## src/rtl/sys_ctrl_burst_if.sv

```systemverilog
// Bus between the system controller and its RX/TX synchronisers, RegFile, ALU and clock gate.
// master = controller side, slave = peripheral/bench side.
interface sys_ctrl_burst_if #(
  parameter int DATA_W    = 8,
  parameter int ADDR_W    = 4,
  parameter int ALU_OUT_W = 16,
  parameter int ALU_FUN_W = 4
);
  logic [DATA_W-1:0]    RX_P_DATA;
  logic                 RX_D_VLD;
  logic [DATA_W-1:0]    Rd_data;
  logic                 Rd_data_valid;
  logic [ALU_OUT_W-1:0] ALU_OUT;
  logic                 ALU_OUT_valid;
  logic                 BUSY;
  logic [DATA_W-1:0]    TX_P_DATA;
  logic                 TX_D_VLD;
  logic                 WrEn;
  logic                 RdEn;
  logic [ADDR_W-1:0]    Address;
  logic [DATA_W-1:0]    WrData;
  logic                 ALU_EN;
  logic [ALU_FUN_W-1:0] ALU_FUN;
  logic                 Gate_en;
  logic                 CLK_Div_EN;
  logic                 Cmd_Err;

  modport master (
    input  RX_P_DATA, RX_D_VLD, Rd_data, Rd_data_valid, ALU_OUT, ALU_OUT_valid, BUSY,
    output TX_P_DATA, TX_D_VLD, WrEn, RdEn, Address, WrData, ALU_EN, ALU_FUN,
           Gate_en, CLK_Div_EN, Cmd_Err
  );
  modport slave (
    output RX_P_DATA, RX_D_VLD, Rd_data, Rd_data_valid, ALU_OUT, ALU_OUT_valid, BUSY,
    input  TX_P_DATA, TX_D_VLD, WrEn, RdEn, Address, WrData, ALU_EN, ALU_FUN,
           Gate_en, CLK_Div_EN, Cmd_Err
  );
endinterface

```

## src/rtl/sys_ctrl_burst.sv

```systemverilog
// Framed-command system controller with burst RegFile access and a paced response FIFO.
// Command FSM feeds the FIFO; the drain side pops toward TX under BUSY plus a fixed gap.
module sys_ctrl_burst #(
  parameter int DATA_W    = 8,
  parameter int ADDR_W    = 4,
  parameter int ALU_OUT_W = 16,
  parameter int ALU_FUN_W = 4,
  parameter int TX_DEPTH  = 8,
  parameter int TX_GAP    = 4
) (
  input logic               CLK,
  input logic               rst,
  sys_ctrl_burst_if.master  bus
);
  localparam int NB    = ALU_OUT_W / DATA_W;
  localparam int PTR_W = $clog2(TX_DEPTH);
  localparam int GAP_W = $clog2(TX_GAP + 1);
  localparam int RW    = $clog2(NB + 1);
  localparam logic [PTR_W:0]    DEPTH_C = (PTR_W+1)'(TX_DEPTH);
  localparam logic [PTR_W:0]    NB_C    = (PTR_W+1)'(NB);
  localparam logic [GAP_W-1:0]  GAP_C   = GAP_W'(TX_GAP);
  localparam logic [DATA_W-1:0] CMD_WR  = DATA_W'('hAA);
  localparam logic [DATA_W-1:0] CMD_RD  = DATA_W'('hBB);
  localparam logic [DATA_W-1:0] CMD_ALW = DATA_W'('hCC);
  localparam logic [DATA_W-1:0] CMD_ALU = DATA_W'('hDD);
  localparam logic [DATA_W-1:0] CMD_BWR = DATA_W'('hEE);
  localparam logic [DATA_W-1:0] CMD_BRD = DATA_W'('hEF);

  typedef enum logic [3:0] {
    IDLE, GET_ADDR, GET_CNT, GET_DATA, GET_A, GET_B, GET_FUN,
    RD_REQ, RD_WAIT, ALU_RUN, ALU_WAIT
  } state_t;
  typedef enum logic [1:0] {K_WR, K_RD, K_BWR, K_BRD} kind_t;

  state_t               state;
  kind_t                kind;
  logic [ADDR_W-1:0]    addr;
  logic [DATA_W-1:0]    cnt;
  logic [ALU_OUT_W-1:0] res_sh;
  logic [RW-1:0]        res_left;
  logic                 res_act;

  logic [DATA_W-1:0]    fifo [TX_DEPTH];
  logic [PTR_W-1:0]     wp, rp;
  logic [PTR_W:0]       fcnt;
  logic [GAP_W-1:0]     gap;
  logic                 push, pop, full, room;
  logic [DATA_W-1:0]    push_data;

  assign full = (fcnt == DEPTH_C);
  assign room = ((DEPTH_C - fcnt) >= NB_C);
  assign pop  = (fcnt != '0) && !bus.BUSY && (gap == '0);

  // The first ALU byte is pushed straight off the bus; the rest drain from res_sh.
  always_comb begin
    push      = 1'b0;
    push_data = bus.Rd_data;
    if (state == RD_WAIT && bus.Rd_data_valid) begin
      push = 1'b1;
    end else if (state == ALU_WAIT && res_act) begin
      push      = 1'b1;
      push_data = res_sh[DATA_W-1:0];
    end else if (state == ALU_WAIT && bus.ALU_OUT_valid) begin
      push      = 1'b1;
      push_data = bus.ALU_OUT[DATA_W-1:0];
    end
  end

  always_ff @(posedge CLK) begin
    if (rst) begin
      state          <= IDLE;
      kind           <= K_WR;
      addr           <= '0;
      cnt            <= '0;
      res_sh         <= '0;
      res_left       <= '0;
      res_act        <= 1'b0;
      bus.WrEn       <= 1'b0;
      bus.RdEn       <= 1'b0;
      bus.Address    <= '0;
      bus.WrData     <= '0;
      bus.ALU_EN     <= 1'b0;
      bus.ALU_FUN    <= '0;
      bus.Gate_en    <= 1'b0;
      bus.CLK_Div_EN <= 1'b0;
      bus.Cmd_Err    <= 1'b0;
    end else begin
      bus.CLK_Div_EN <= 1'b1;
      bus.WrEn       <= 1'b0;
      bus.RdEn       <= 1'b0;
      bus.ALU_EN     <= 1'b0;
      bus.Cmd_Err    <= bus.RX_D_VLD && (state inside {RD_REQ, RD_WAIT, ALU_RUN, ALU_WAIT});
      case (state)
        IDLE: if (bus.RX_D_VLD) begin
          case (bus.RX_P_DATA)
            CMD_WR:  begin kind <= K_WR;  state <= GET_ADDR; end
            CMD_RD:  begin kind <= K_RD;  state <= GET_ADDR; end
            CMD_BWR: begin kind <= K_BWR; state <= GET_ADDR; end
            CMD_BRD: begin kind <= K_BRD; state <= GET_ADDR; end
            CMD_ALW: state <= GET_A;
            CMD_ALU: state <= GET_FUN;
            default: bus.Cmd_Err <= 1'b1;
          endcase
        end
        GET_ADDR: if (bus.RX_D_VLD) begin
          addr <= bus.RX_P_DATA[ADDR_W-1:0];
          cnt  <= DATA_W'(1);
          case (kind)
            K_WR:    state <= GET_DATA;
            K_RD:    state <= RD_REQ;
            default: state <= GET_CNT;
          endcase
        end
        GET_CNT: if (bus.RX_D_VLD) begin
          cnt <= bus.RX_P_DATA;
          if (bus.RX_P_DATA == '0)  state <= IDLE;
          else if (kind == K_BWR)   state <= GET_DATA;
          else                      state <= RD_REQ;
        end
        GET_DATA: if (bus.RX_D_VLD) begin
          bus.WrEn    <= 1'b1;
          bus.Address <= addr;
          bus.WrData  <= bus.RX_P_DATA;
          addr        <= addr + 1'b1;
          cnt         <= cnt - 1'b1;
          if (cnt == DATA_W'(1)) state <= IDLE;
        end
        GET_A: if (bus.RX_D_VLD) begin
          bus.WrEn    <= 1'b1;
          bus.Address <= '0;
          bus.WrData  <= bus.RX_P_DATA;
          state       <= GET_B;
        end
        GET_B: if (bus.RX_D_VLD) begin
          bus.WrEn    <= 1'b1;
          bus.Address <= ADDR_W'(1);
          bus.WrData  <= bus.RX_P_DATA;
          state       <= GET_FUN;
        end
        GET_FUN: if (bus.RX_D_VLD) begin
          bus.ALU_FUN <= bus.RX_P_DATA[ALU_FUN_W-1:0];
          bus.Gate_en <= 1'b1;
          state       <= ALU_RUN;
        end
        RD_REQ: if (!full) begin
          bus.RdEn    <= 1'b1;
          bus.Address <= addr;
          state       <= RD_WAIT;
        end
        RD_WAIT: if (bus.Rd_data_valid) begin
          addr  <= addr + 1'b1;
          cnt   <= cnt - 1'b1;
          state <= (cnt == DATA_W'(1)) ? IDLE : RD_REQ;
        end
        // Hold off the ALU until every result byte is guaranteed a FIFO slot.
        ALU_RUN: if (room) begin
          bus.ALU_EN <= 1'b1;
          state      <= ALU_WAIT;
        end
        ALU_WAIT: begin
          if (res_act) begin
            res_sh   <= res_sh >> DATA_W;
            res_left <= res_left - 1'b1;
            if (res_left == RW'(1)) begin
              res_act <= 1'b0;
              state   <= IDLE;
            end
          end else if (bus.ALU_OUT_valid) begin
            bus.Gate_en <= 1'b0;
            if (NB == 1) begin
              state <= IDLE;
            end else begin
              res_sh   <= bus.ALU_OUT >> DATA_W;
              res_left <= RW'(NB - 1);
              res_act  <= 1'b1;
            end
          end
        end
        default: state <= IDLE;
      endcase
    end
  end

  always_ff @(posedge CLK) begin
    if (push) fifo[wp] <= push_data;
  end

  always_ff @(posedge CLK) begin
    if (rst) begin
      wp            <= '0;
      rp            <= '0;
      fcnt          <= '0;
      gap           <= '0;
      bus.TX_D_VLD  <= 1'b0;
      bus.TX_P_DATA <= '0;
    end else begin
      bus.TX_D_VLD <= pop;
      if (pop) begin
        bus.TX_P_DATA <= fifo[rp];
        rp            <= rp + 1'b1;
        gap           <= GAP_C;
      end else if (gap != '0) begin
        gap <= gap - 1'b1;
      end
      if (push) wp <= wp + 1'b1;
      case ({push, pop})
        2'b10:   fcnt <= fcnt + 1'b1;
        2'b01:   fcnt <= fcnt - 1'b1;
        default: fcnt <= fcnt;
      endcase
    end
  end
endmodule
```

## src/flat_wrapper.sv

```systemverilog
// flat-port wrapper written by rule: the top's interface ports become plain ports
module sys_ctrl_burst_flat 
#(
  parameter int DATA_W    = 8,
  parameter int ADDR_W    = 4,
  parameter int ALU_OUT_W = 16,
  parameter int ALU_FUN_W = 4,
  parameter int TX_DEPTH  = 8,
  parameter int TX_GAP    = 4
)
  (CLK, rst, bus_RX_P_DATA, bus_RX_D_VLD, bus_Rd_data, bus_Rd_data_valid, bus_ALU_OUT, bus_ALU_OUT_valid, bus_BUSY, bus_TX_P_DATA, bus_TX_D_VLD, bus_WrEn, bus_RdEn, bus_Address, bus_WrData, bus_ALU_EN, bus_ALU_FUN, bus_Gate_en, bus_CLK_Div_EN, bus_Cmd_Err);
  sys_ctrl_burst_if #(.DATA_W(DATA_W), .ADDR_W(ADDR_W), .ALU_OUT_W(ALU_OUT_W), .ALU_FUN_W(ALU_FUN_W)) bus_i ();
  input logic CLK;
  input logic rst;
  input wire logic [$bits(bus_i.RX_P_DATA)-1:0] bus_RX_P_DATA;
  input wire logic [$bits(bus_i.RX_D_VLD)-1:0] bus_RX_D_VLD;
  input wire logic [$bits(bus_i.Rd_data)-1:0] bus_Rd_data;
  input wire logic [$bits(bus_i.Rd_data_valid)-1:0] bus_Rd_data_valid;
  input wire logic [$bits(bus_i.ALU_OUT)-1:0] bus_ALU_OUT;
  input wire logic [$bits(bus_i.ALU_OUT_valid)-1:0] bus_ALU_OUT_valid;
  input wire logic [$bits(bus_i.BUSY)-1:0] bus_BUSY;
  output wire logic [$bits(bus_i.TX_P_DATA)-1:0] bus_TX_P_DATA;
  output wire logic [$bits(bus_i.TX_D_VLD)-1:0] bus_TX_D_VLD;
  output wire logic [$bits(bus_i.WrEn)-1:0] bus_WrEn;
  output wire logic [$bits(bus_i.RdEn)-1:0] bus_RdEn;
  output wire logic [$bits(bus_i.Address)-1:0] bus_Address;
  output wire logic [$bits(bus_i.WrData)-1:0] bus_WrData;
  output wire logic [$bits(bus_i.ALU_EN)-1:0] bus_ALU_EN;
  output wire logic [$bits(bus_i.ALU_FUN)-1:0] bus_ALU_FUN;
  output wire logic [$bits(bus_i.Gate_en)-1:0] bus_Gate_en;
  output wire logic [$bits(bus_i.CLK_Div_EN)-1:0] bus_CLK_Div_EN;
  output wire logic [$bits(bus_i.Cmd_Err)-1:0] bus_Cmd_Err;
  assign bus_i.RX_P_DATA = bus_RX_P_DATA;
  assign bus_i.RX_D_VLD = bus_RX_D_VLD;
  assign bus_i.Rd_data = bus_Rd_data;
  assign bus_i.Rd_data_valid = bus_Rd_data_valid;
  assign bus_i.ALU_OUT = bus_ALU_OUT;
  assign bus_i.ALU_OUT_valid = bus_ALU_OUT_valid;
  assign bus_i.BUSY = bus_BUSY;
  assign bus_TX_P_DATA = bus_i.TX_P_DATA;
  assign bus_TX_D_VLD = bus_i.TX_D_VLD;
  assign bus_WrEn = bus_i.WrEn;
  assign bus_RdEn = bus_i.RdEn;
  assign bus_Address = bus_i.Address;
  assign bus_WrData = bus_i.WrData;
  assign bus_ALU_EN = bus_i.ALU_EN;
  assign bus_ALU_FUN = bus_i.ALU_FUN;
  assign bus_Gate_en = bus_i.Gate_en;
  assign bus_CLK_Div_EN = bus_i.CLK_Div_EN;
  assign bus_Cmd_Err = bus_i.Cmd_Err;
  sys_ctrl_burst #(.DATA_W(DATA_W), .ADDR_W(ADDR_W), .ALU_OUT_W(ALU_OUT_W), .ALU_FUN_W(ALU_FUN_W), .TX_DEPTH(TX_DEPTH), .TX_GAP(TX_GAP)) u_core (.CLK(CLK), .rst(rst), .bus(bus_i));
endmodule
```

## config.mk

```make
export PLATFORM = sky130hd
export DESIGN_NAME = sys_ctrl_burst_flat
export DESIGN_NICKNAME = d
export VERILOG_FILES = /design/src/rtl/sys_ctrl_burst_if.sv /design/src/rtl/sys_ctrl_burst.sv /design/src/flat_wrapper.sv
export SDC_FILE = /design/constraint.sdc
export NUM_CORES = 1
export LEC_CHECK = 0
export BUFFER_PORTS_ARGS = -buffer_cell sky130_fd_sc_hd__buf_2
export CAP_MARGIN = 25
export CORE_ASPECT_RATIO = 2
export CORE_UTILIZATION = 60
export CTS_BUF_LIST = sky130_fd_sc_hd__clkbuf_2
export DETAILED_ROUTE_END_ITERATION = 6
export GPL_TIMING_DRIVEN = 0
export PLACE_DENSITY = 0.81
export SETUP_SLACK_MARGIN = 0.1
export SYNTH_ARGS = -nofsm -noshare
export SYNTH_HDL_FRONTEND = slang
export SYNTH_SLANG_ARGS = --single-unit
export TNS_END_PERCENT = 1
```

## constraint.sdc

```tcl
create_clock -name CLK -period 4 [get_ports CLK]
set_clock_uncertainty 0.15 [all_clocks]
set_input_delay 0.8 -clock CLK [delete_from_list [all_inputs] [get_ports CLK]]
set_output_delay 0.8 -clock CLK [all_outputs]
set_load 0.02 [all_outputs]
```

* Yosys cells after proc, flatten, opt, wreduce, memory -nomap -nowiden
Memories as Yosys holds them, arrays and structs flattened. A register that Yosys moved wholly into a read port is not among the register bits.
Index checks and enable logic that the tools add are counted.
** Operators by class
- Add/sub/neg operators :: 9
- Order comparisons :: 1
- Equality and inequality tests :: 39
- Muxes and demuxes :: 63
- Bitwise operators :: 3
- Reduce and logical (&&, ||, !) cells :: 38
** Operator list (number)
- two-way mux 4 bit :: 21
- two-way mux 8 bit :: 7
- == test 8 bit (second input constant) :: 6
- case mux 4 bit (11 select lines) :: 1
- two-way mux 16 bit :: 2
- case mux 8 bit (4 select lines) :: 1
- != test 2 bit (second input constant) :: 12
- case mux 4 bit (3 select lines) :: 2
- nonzero test 4 bit :: 5
- two-way mux 1 bit :: 18
- == test 4 x 3 -> 1 bit (second input constant) :: 4
- == test 4 bit (second input constant) :: 4
- case mux 4 bit (4 select lines) :: 1
- AND reduction 14 bit :: 1
- two-way mux 3 bit :: 4
- AND reduction 5 bit :: 2
- adder 4 x 1 -> 4 bit (second input constant) :: 2
- == test 4 x 2 -> 1 bit (second input constant) :: 2
- == test 8 x 1 -> 1 bit (second input constant) :: 1
- zero test 8 bit :: 1
- case mux 2 bit (4 select lines) :: 1
- case mux 4 bit (2 select lines) :: 1
- AND reduction 4 bit :: 2
- nonzero test 2 bit :: 4
- 28 further kinds :: 48
** Word-level totals
- Flip-flop bits (word level) :: 73
- Memory bits (writable) :: 64
- Bits of input ports :: 38
- Output and inout port bits :: 31
- Logic and storage cells :: 176
- Memories kept :: 1
** Memories
- u_core.fifo :: depth 8, bits a word 8, read ports 1, clocked after memory_dff 1, wr ports 1, RTL line sys_ctrl_burst.sv:43 : logic [DATA_W-1:0] fifo [TX_DEPTH];

* Logic depth before layout (Yosys ltp)
Gate-level depths: netlist of the first run.
- Depth in word-level cells :: 7
- Depth in mapped cells :: 13

* Worst setup path after synthesis of the first run
Ideal clock, no wire load.
- Kind :: register to register
- From :: register u_core.fcnt[1]
- To :: register u_core.fcnt[3]
- Data arrival time :: 3.012 ns
- Setup slack :: 0.710 ns
- Cell stages (with the launch flop) :: 13
- Path buffers :: 2
- Cell sequence :: dfxtp_1 > clkbuf_1 > inv_1 > ha_1 > nor3b_1 > nor3_1 > clkbuf_1 > ha_1 > or3b_2 > a211o_1 > a21oi_1 > xnor2_1 > nor2_1
** On the way
- Cells in the longest elaborated chain, start to end :: 5
- Elaborated cells between the ends (all ways) :: 9
- Classes of those cells :: 2 x add/sub; 2 x eq/ne; 1 x mux; 4 x reduce/logical
** RTL lines
- start, declared :: RTL line sys_ctrl_burst.sv:45 : logic [PTR_W:0] fcnt;
- start signal, assigned :: RTL line sys_ctrl_burst.sv:207 : 2'b10: fcnt <= fcnt + 1'b1;
- start signal, assigned :: RTL line sys_ctrl_burst.sv:208 : 2'b01: fcnt <= fcnt - 1'b1;
- start signal, assigned :: RTL line sys_ctrl_burst.sv:209 : default: fcnt <= fcnt;
- nonzero test 4 bit * :: RTL line sys_ctrl_burst.sv:52 : assign pop = (fcnt != '0) && !bus.BUSY && (gap == '0);
- logical AND 1 bit * (2 in a row) :: RTL line sys_ctrl_burst.sv:52
- via u_core.pop :: RTL line sys_ctrl_burst.sv:47 : logic push, pop, full, room;
- == test 2 x 1 -> 1 bit / == test 2 bit (equally long branches) :: RTL line sys_ctrl_burst.sv:206 : case ({push, pop})
- case mux 4 bit (2 select lines) / nonzero test 2 bit (equally long branches)
The timed path passes the listed nets; every way through them passes the cells marked *.
A chain may end at the register's enable or synchronous reset.

* Worst setup path after layout of the first run
- From :: register u_core.state[2]
- To :: memory u_core.fifo[2][0] (enable)
** On the way
- Cells in the longest elaborated chain, start to end :: 7
- Elaborated cells between the ends (all ways) :: 10
- Classes of those cells :: 2 x eq/ne; 5 x mux; 3 x reduce/logical
** RTL lines
- start, declared :: RTL line sys_ctrl_burst.sv:35 : state_t state;
- start signal, assigned :: RTL line sys_ctrl_burst.sv:153 : state <= (cnt == DATA_W'(1)) ? IDLE : RD_REQ;
- == test 4 bit :: RTL line sys_ctrl_burst.sv:60, sys_ctrl_burst.sv:63
- logical AND 1 bit :: RTL line sys_ctrl_burst.sv:63 : end else if (state == ALU_WAIT && bus.ALU_OUT_valid) begin
- two-way mux 1 bit :: RTL line sys_ctrl_burst.sv:63
- two-way mux 1 bit :: RTL line sys_ctrl_burst.sv:60 : end else if (state == ALU_WAIT && res_act) begin
- two-way mux 1 bit * :: RTL line sys_ctrl_burst.sv:58 : if (state == RD_WAIT && bus.Rd_data_valid) begin
- two-way mux 1 bit * :: RTL line sys_ctrl_burst.sv:185 : if (push) fifo[wp] <= push_data;
- two-way mux 1 bit (implied by the code) * :: RTL line sys_ctrl_burst.sv:185
- end, declared :: RTL line sys_ctrl_burst.sv:43
Mark *: on every way between the ends. The rest lies on a longest branch, timed or not.

==> results of run 1 <==
what timing repair did:
item	CTS	global route
setup endpoints to repair	1	2
buffers inserted	0	0
gates resized for setup	1	3
power by group through the flow:
stage	Sequential [mW]	Combinational [mW]	Clock, mW
after floorplan	1.65	0.728	0
after global placement	1.65	0.966	0
after detailed placement	1.65	1.01	0
after CTS	1.62	1.02	0.773
after global routing	1.63	1.12	0.814
final	1.63	1.04	0.753
per-layer routing:
layer / vias up / track usage [%]
met2: 196 / 58.3
met4: 0 / 27.7
met1: 2461 / 28.0
met3: 98 / 6.61
li1: 2348 / -
met5: - / 0
worst register-to-register path, stage by stage (launching register included):
cell and delay [ps]:
dfxtp_1 350, clkbuf_1 210, clkbuf_1 300, nor4b_1 690
a2bb2oi_2 320, or2_2 420, nor3b_1 620, buf_4 270
logic make-up after synthesis:
family / share of synthesized area (%)
simple gates: 16.9
flops: 53.0
compound gates: 12.9
buf+inv: 3.10
mux: 10.1
fa+ha+maj: 2.55
xor+xnor: 1.51
cell type report:
cell class,instances,share of cell area [%]
plain buffers,38,2.14
repair buffers,75,5.54
inverters,12,0.627
multi-input cells,391,39.2
flip-flops and latches,137,47.1
diodes,1,0.0348
well taps,137,2.39
clock inverters,14,1.74
clock buffers,18,1.25
cell usage in the layout (no fill, tap or decap), drive strengths merged, types with 3 or more instances in the layout:
cell type	Yosys	final
clkinv	1	10
or3b	5	5
or4	5	5
nor2b	16	16
a31oi	11	11
nor3	12	12
a21o	3	3
or3	6	6
edfxtp	64	64
a211oi	15	15
o21ai	32	32
buf	12	85
mux2i	27	27
nand3b	10	10
xor2	4	4
nand2b	8	8
a22oi	17	17
and2	4	4
a21oi	21	21
ha	13	13
nand2	32	32
nand3	6	6
o31ai	4	4
nor4b	3	3
clkbuf	26	46
inv	11	14
nor4	4	4
nor3b	10	10
xnor2	7	7
mux4	16	16
nor2	65	65
a221oi	3	3
dfxtp	73	73
per-stage QoR:
| step | hold WS [ps] | utilization (%) |
|---|---|---|
| floorplan | 298 | - |
| global placement | 305 | 66.1 |
| detailed placement | 313 | 66.7 |
| CTS | 54.3 | 68.8 |
| global route | 66.4 | 69.0 |
| finish | 99.8 | 69.0 |
path summary, 6_finish.rpt:
check	startpoint	endpoint	slack (ps)	cells past startpoint
max	u_core.state[2]	u_core.fifo[2][0]	410	7
min	bus_BUSY	u_core.bus.TX_D_VLD	100	2
max reg2reg	u_core.state[2]	u_core.fifo[2][0]	410	7
min reg2reg	u_core.bus.Address[1]	u_core.bus.Address[1]	340	2
sequential cells by signal (all words and copies together) (netlist names):
name,flops
u_core.fcnt,4
u_core.gap,3
u_core.fifo,64
u_core.bus.CLK_Div_EN,1
u_core.bus.TX_D_VLD,1
u_core.res_sh,8
u_core.bus.Cmd_Err,1
u_core.bus.WrData,8
u_core.rp,3
u_core.addr,4
u_core.kind,2
u_core.wp,3
u_core.bus.Address,4
u_core.cnt,8
u_core.bus.TX_P_DATA,8
u_core.bus.ALU_FUN,4
u_core.bus.RdEn,1
u_core.res_left,2
u_core.bus.ALU_EN,1
u_core.res_act,1
u_core.bus.Gate_en,1
u_core.state,4
u_core.bus.WrEn,1
==> summary.txt, run 1 <==
Outcome
  – Status: finished, final reports clean

Critical path
  – CP required: about 4300 ps
  – Critical Path Source Type: flip-flop
  – CP endpoint kind: flip-flop
  – Delay-heaviest family, CP: simple AND/OR/NAND/NOR gates
  – Worst path cell trace: clkbuf_1 > clkbuf_1 > nor4b_1 > a2bb2oi_2 > or2_2 > nor3b_1 > buf_4
  – Worst Path Max Fanout: 10
  – Most used cell, CP: clkbuf_1
  – Buffers plus inverters on the worst setup path: 3
  – CP peak stage delay: 690 ps
  – Critical Path AT: 3850 ps
  – Crit Path Class: flip-flop to flip-flop
  – Worst-path cell with the longest stage delay: nor4b_1

Layout
  – Share of cells above drive strength 1: 21.3%
  – Final Net Count: 723
  – Area grow syn2layout: 12.5%
  – Design area: between 0.007 and 0.008 mm²
  – Area of the multi-input gates: roughly 0.0028 mm²
  – Register Area: about 0.0034 mm²
  – Filler cell count: just over 800
  – Final non-filler cell total: 823

Placement
  – Dpl ws: roughly 75 ps
  – Post-DP HPWL: roughly 13000 µm
  – DP Cell Count: 788
  – Port Buffers: 65
  – Placed inst area: 0.00694 mm²
  – RD Place Congestion: 0.940

Yosys
  – Post-synthesis cell area: 0.00639 mm²
  – Most frequent cell after synthesis: dfxtp_1
  – Post-Syn Nets: about 630
  – Sequential fraction of the synthesis area: 53.0%
  – Mapped Avg Cell Area: 11.0 µm²
  – Leading area contributor after synthesis: edfxtp_1
  – Share of the synthesized area in the top cell type: 30.1%
  – Synth area leaders: edfxtp_1, dfxtp_1, mux4_2
  – Synthesized flop and latch total: between 100 and 150
  – Synth Flop Type: dfxtp_1
  – Post-synth EDFFs: 64
  – Total of warnings raised by yosys: 0
  – Distinct cells, synth: 68
  – Mapped Cells: 578
  – Async set-or-reset flop fraction in the synthesized netlist: 0%
  – Commonest cells post-synth: dfxtp_1, nor2_1, edfxtp_1, nand2_1

Pwr
  – LEAKAGE: 2.58 nW
  – Total Power: 3.42 mW
  – Power Density: approximately 480 mW/mm²
  – Switching Fraction: 35.8%
  – Net switching power figure: approximately 1.2 mW
  – Comb pwr share: 30.4%
  – VDD IR max: 0.372 mV
  – Internal: 2.20 mW
  – Reg power frac: 47.5%
  – Clock group share of total power: 22.0%

Timing
  – Worst slew pin tran: 972 ps
  – # setup viols final: 0
  – Max_slew headroom: approximately 35%
  – Period utilisation layout: 89.7%
  – TNS Setup: 0 ps
  – Final Hold Vio Count: 0
  – Fmax: 279 MHz
  – RSZ-0062 raised after global routing: false
  – Final slew viol count: 0
  – Tmin final: 3590 ps
  – Final WS setup: 414 ps

Worst hold path
  – HP Class: input port to flip-flop

Clock tree
  – Longest Clk Path Bufs: 2
  – TritonCTS buffer count: 17
  – Clock latency on the worst-skew pair: approximately 700 ps
  – CTS tree: built
  – Hold buffer count at cts: 0
  – CTS root buffer: clkbuf_2
  – Htree depth: 4
  – Clk pin slew, worst setup/hold paths: 210 ps
  – Sink Count: 137

Global route
  – Gr ovfl total: 0
  – Largest net degree at the start of global routing: 17
  – First-pass GRT wire length: 25400 µm
  – Vias in the first global route: 5155
  – Antenna violations before repair: 1
  – GRT Overall Usage: 32.2%

Route
  – Drt pass-1 iters: 6
  – Wire length on met1: 5300 µm
  – Drc violations: 0
  – Uppermost layer routed: met4
  – Via count: 5103
  – Post-route ant nets: 0
  – Final WL: roughly 17000 µm
  – Vias per inst: 6.20
  – DR WL met2: 9250 µm
  – Initial DRC count: 348
  – Metal3 WL: ~740 µm
  – Per-cell routed wire length: 20.4 µm

Floorplanning
  – CORE AREA: 0.0104 mm²
  – Total die area: 0.0111 mm²
  – Number of I/O pins: 69
  – Initial core utilization: 61.3%
  – Die W: 75.0 µm
  – Die H: around 150 µm
  – Rows: 53

Run
  – Max-cap violation count: 0
Note: power is estimated with default switching activity, not from simulation.
==> inputs of run 2 (changes only) <==
--- a/config.mk
+++ b/config.mk
@@ -5,6 +5,7 @@
 export SDC_FILE = /design/constraint.sdc
 export NUM_CORES = 1
 export LEC_CHECK = 0
+export ABC_AREA = 1
 export BUFFER_PORTS_ARGS = -buffer_cell sky130_fd_sc_hd__buf_2
 export CAP_MARGIN = 25
 export CORE_ASPECT_RATIO = 2
==> summary.txt, run 2 <==
Yosys
  – Synthesized flop and latch total: 137
  – Most frequent cell after synthesis: nand2_1
  – Commonest cells post-synth: nand2_1, nor2_1, dfxtp_1, a21oi_1, o21ai_0
  – Async set-or-reset flop fraction in the synthesized netlist: 0%
  – Mapped Avg Cell Area: 8.58 µm²
  – Sequential fraction of the synthesis area: between 50% and 60%
  – Post-synthesis cell area: about 0.0062 mm²
  – Distinct cells, synth: 34
  – Synth Flop Type: dfxtp_1
  – Mapped Cells: slightly above 700
  – Post-synth EDFFs: 64
  – Synth area leaders: edfxtp_1, dfxtp_1, nand2_1
  – Leading area contributor after synthesis: edfxtp_1
  – Post-Syn Nets: 776
  – Total of warnings raised by yosys: 0
  – Share of the synthesized area in the top cell type: a little over 30%

Clock tree
  – Longest Clk Path Bufs: 2
  – Sink Count: 137
  – Post-CTS Resized: 0
  – Htree depth: 4
  – Hold buffer count at cts: 0
  – Clk pin slew, worst setup/hold paths: 200 ps
  – TritonCTS buffer count: 17
  – CTS root buffer: clkbuf_2
  – Clock latency on the worst-skew pair: approximately 690 ps
  – Post-CTS setup repair buffer count: 0
  – CTS tree: built

Route
  – Post-route ant nets: 0
  – Initial DRC count: 384
  – Via count: 5634
  – Per-cell routed wire length: 18.0 µm
  – Drc violations: 0
  – Drt pass-1 iters: 5
  – Vias per inst: approximately 5.8
  – Final WL: approximately 17000 µm

Global route
  – Largest net degree at the start of global routing: 17
  – Antenna violations before repair: 0
  – First-pass GRT wire length: between 20000 and 30000 µm
  – Vias in the first global route: 5557
  – GRT Overall Usage: between 30% and 40%
  – Gr ovfl total: 0

Timing
  – # setup viols final: 0
  – WHS: 194 ps
  – Worst slew pin tran: 1040 ps
  – Tmin final: 2980 ps
  – Final slew viol count: 0
  – Max_slew headroom: 30.3%
  – Final Hold Vio Count: 0
  – RSZ-0062 raised after global routing: false
  – Period utilisation layout: 74.5%
  – TNS Setup: 0 ps
  – Fmax: 335 MHz
  – Final WS setup: slightly above 1000 ps

Floorplanning
  – Die W: around 74 µm
  – CORE AREA: 0.0101 mm²
  – Number of I/O pins: 69
  – Die H: between 100 and 150 µm
  – Rows: 52
  – Initial core utilization: 61.7%
  – Total die area: 0.0108 mm²

Critical path
  – Critical Path AT: 3440 ps
  – CP endpoint kind: flip-flop
  – Worst Path Max Fanout: 11
  – Reg2reg start: u_core.state[0]
  – Register-to-Register Setup Slack: 1020 ps
  – CP required: 4460 ps
  – Crit Path Class: flip-flop to flip-flop
  – CP startpoint: u_core.state[0]
  – Critical Path Source Type: flip-flop

Layout
  – Final Net Count: 870
  – Final core occ: 70.5%
  – Most frequent cells in the layout: nand2_1, nor2_1, dfxtp_1
  – N_diodes: 0
  – Design area: 0.00711 mm²
  – Share of cells above drive strength 1: a little under a fifth
  – Final non-filler cell total: about 970
  – Area grow syn2layout: 14.3%
  – Most common cell after layout, fill and taps aside: nand2_1
  – Max reg flops: 64
  – Largest Register: u_core.fifo

Placement
  – Dpl ws: 857 ps
  – Post-DP HPWL: 13100 µm
  – RD Place Congestion: 0.932
  – DP Cell Count: 935
  – Placed inst area: approximately 0.007 mm²
  – Port Buffers: 68

Run
  – Max-cap violation count: 0

Worst hold path
  – Worst Min Path Start: bus_ALU_OUT[11]
  – HP Class: input port to flip-flop

Pwr
  – VDD IR max: between 0.4 and 0.5 mV
  – Total Power: 3.97 mW
  – LEAKAGE: 2.99 nW
  – Power Density: 558 mW/mm²

Outcome
  – Status: finished, final reports clean
run 2: kinds of logic (layout without fill, tap and decap cells):
kind of cell / count (synthesis) / after routing / share of synthesized area (%)
AND/OR/NAND/NOR: 281 / 281 / 19.1
buffers and inverters: 96 / 203 / 6.01
adder cells (fa/ha/maj): 13 / 13 / 2.61
AO/OA/AOI/OAI: 192 / 192 / 17.0
XOR/XNOR: 6 / 6 / 0.845
flip-flops: 137 / 137 / 54.4
run 2: path summary, 6_finish.rpt:
check / end / depth (start not counted)
setup / recovery: u_core.fcnt[2] / 14
hold / removal: u_core.res_sh[3] / 3
setup reg to reg: u_core.fcnt[2] / 14
hold reg to reg: u_core.res_left[1] / 2
run 2: worst max-delay path: stages, from the launching register on:
cell,delay (ps)
dfxtp_1,530
nor2_2,140
nand3_1,180
inv_2,60
nor2_4,230
nand2_2,120
inv_2,70
buf_4,210
ha_1,250
xor2_1,260
ha_1,210
a21oi_1,50
xor2_1,190
o21ai_0,200
inv_1,60
run 2: layout make-up:
type / count / area, µm²
flip-flops and latches: 137 / 3380
fillers: 816 / 2970
multi-input cells: 492 / 2510
repair buffers: 75 / 393
inverters: 71 / 267
clock inverters: 15 / 194
well taps: 135 / 169
plain buffers: 25 / 108
clock buffers: 17 / 85.1
run 2: per-layer routing:
layer	track usage (%)	up-vias	part of all wire (%)
met3	6.79	76	4.5
met5	0	-	0
li1	-	2697	-
met2	63.4	215	57
met1	28.0	2646	31
met4	26.3	0	7.7
run 2: report_power, final:
group	switching, mW	internal (mW)	total, mW
Clock	0.516	0.414	0.930
Combinational	0.902	0.430	1.33
Sequential	0.118	1.59	1.71
Total	1.54	2.43	3.97
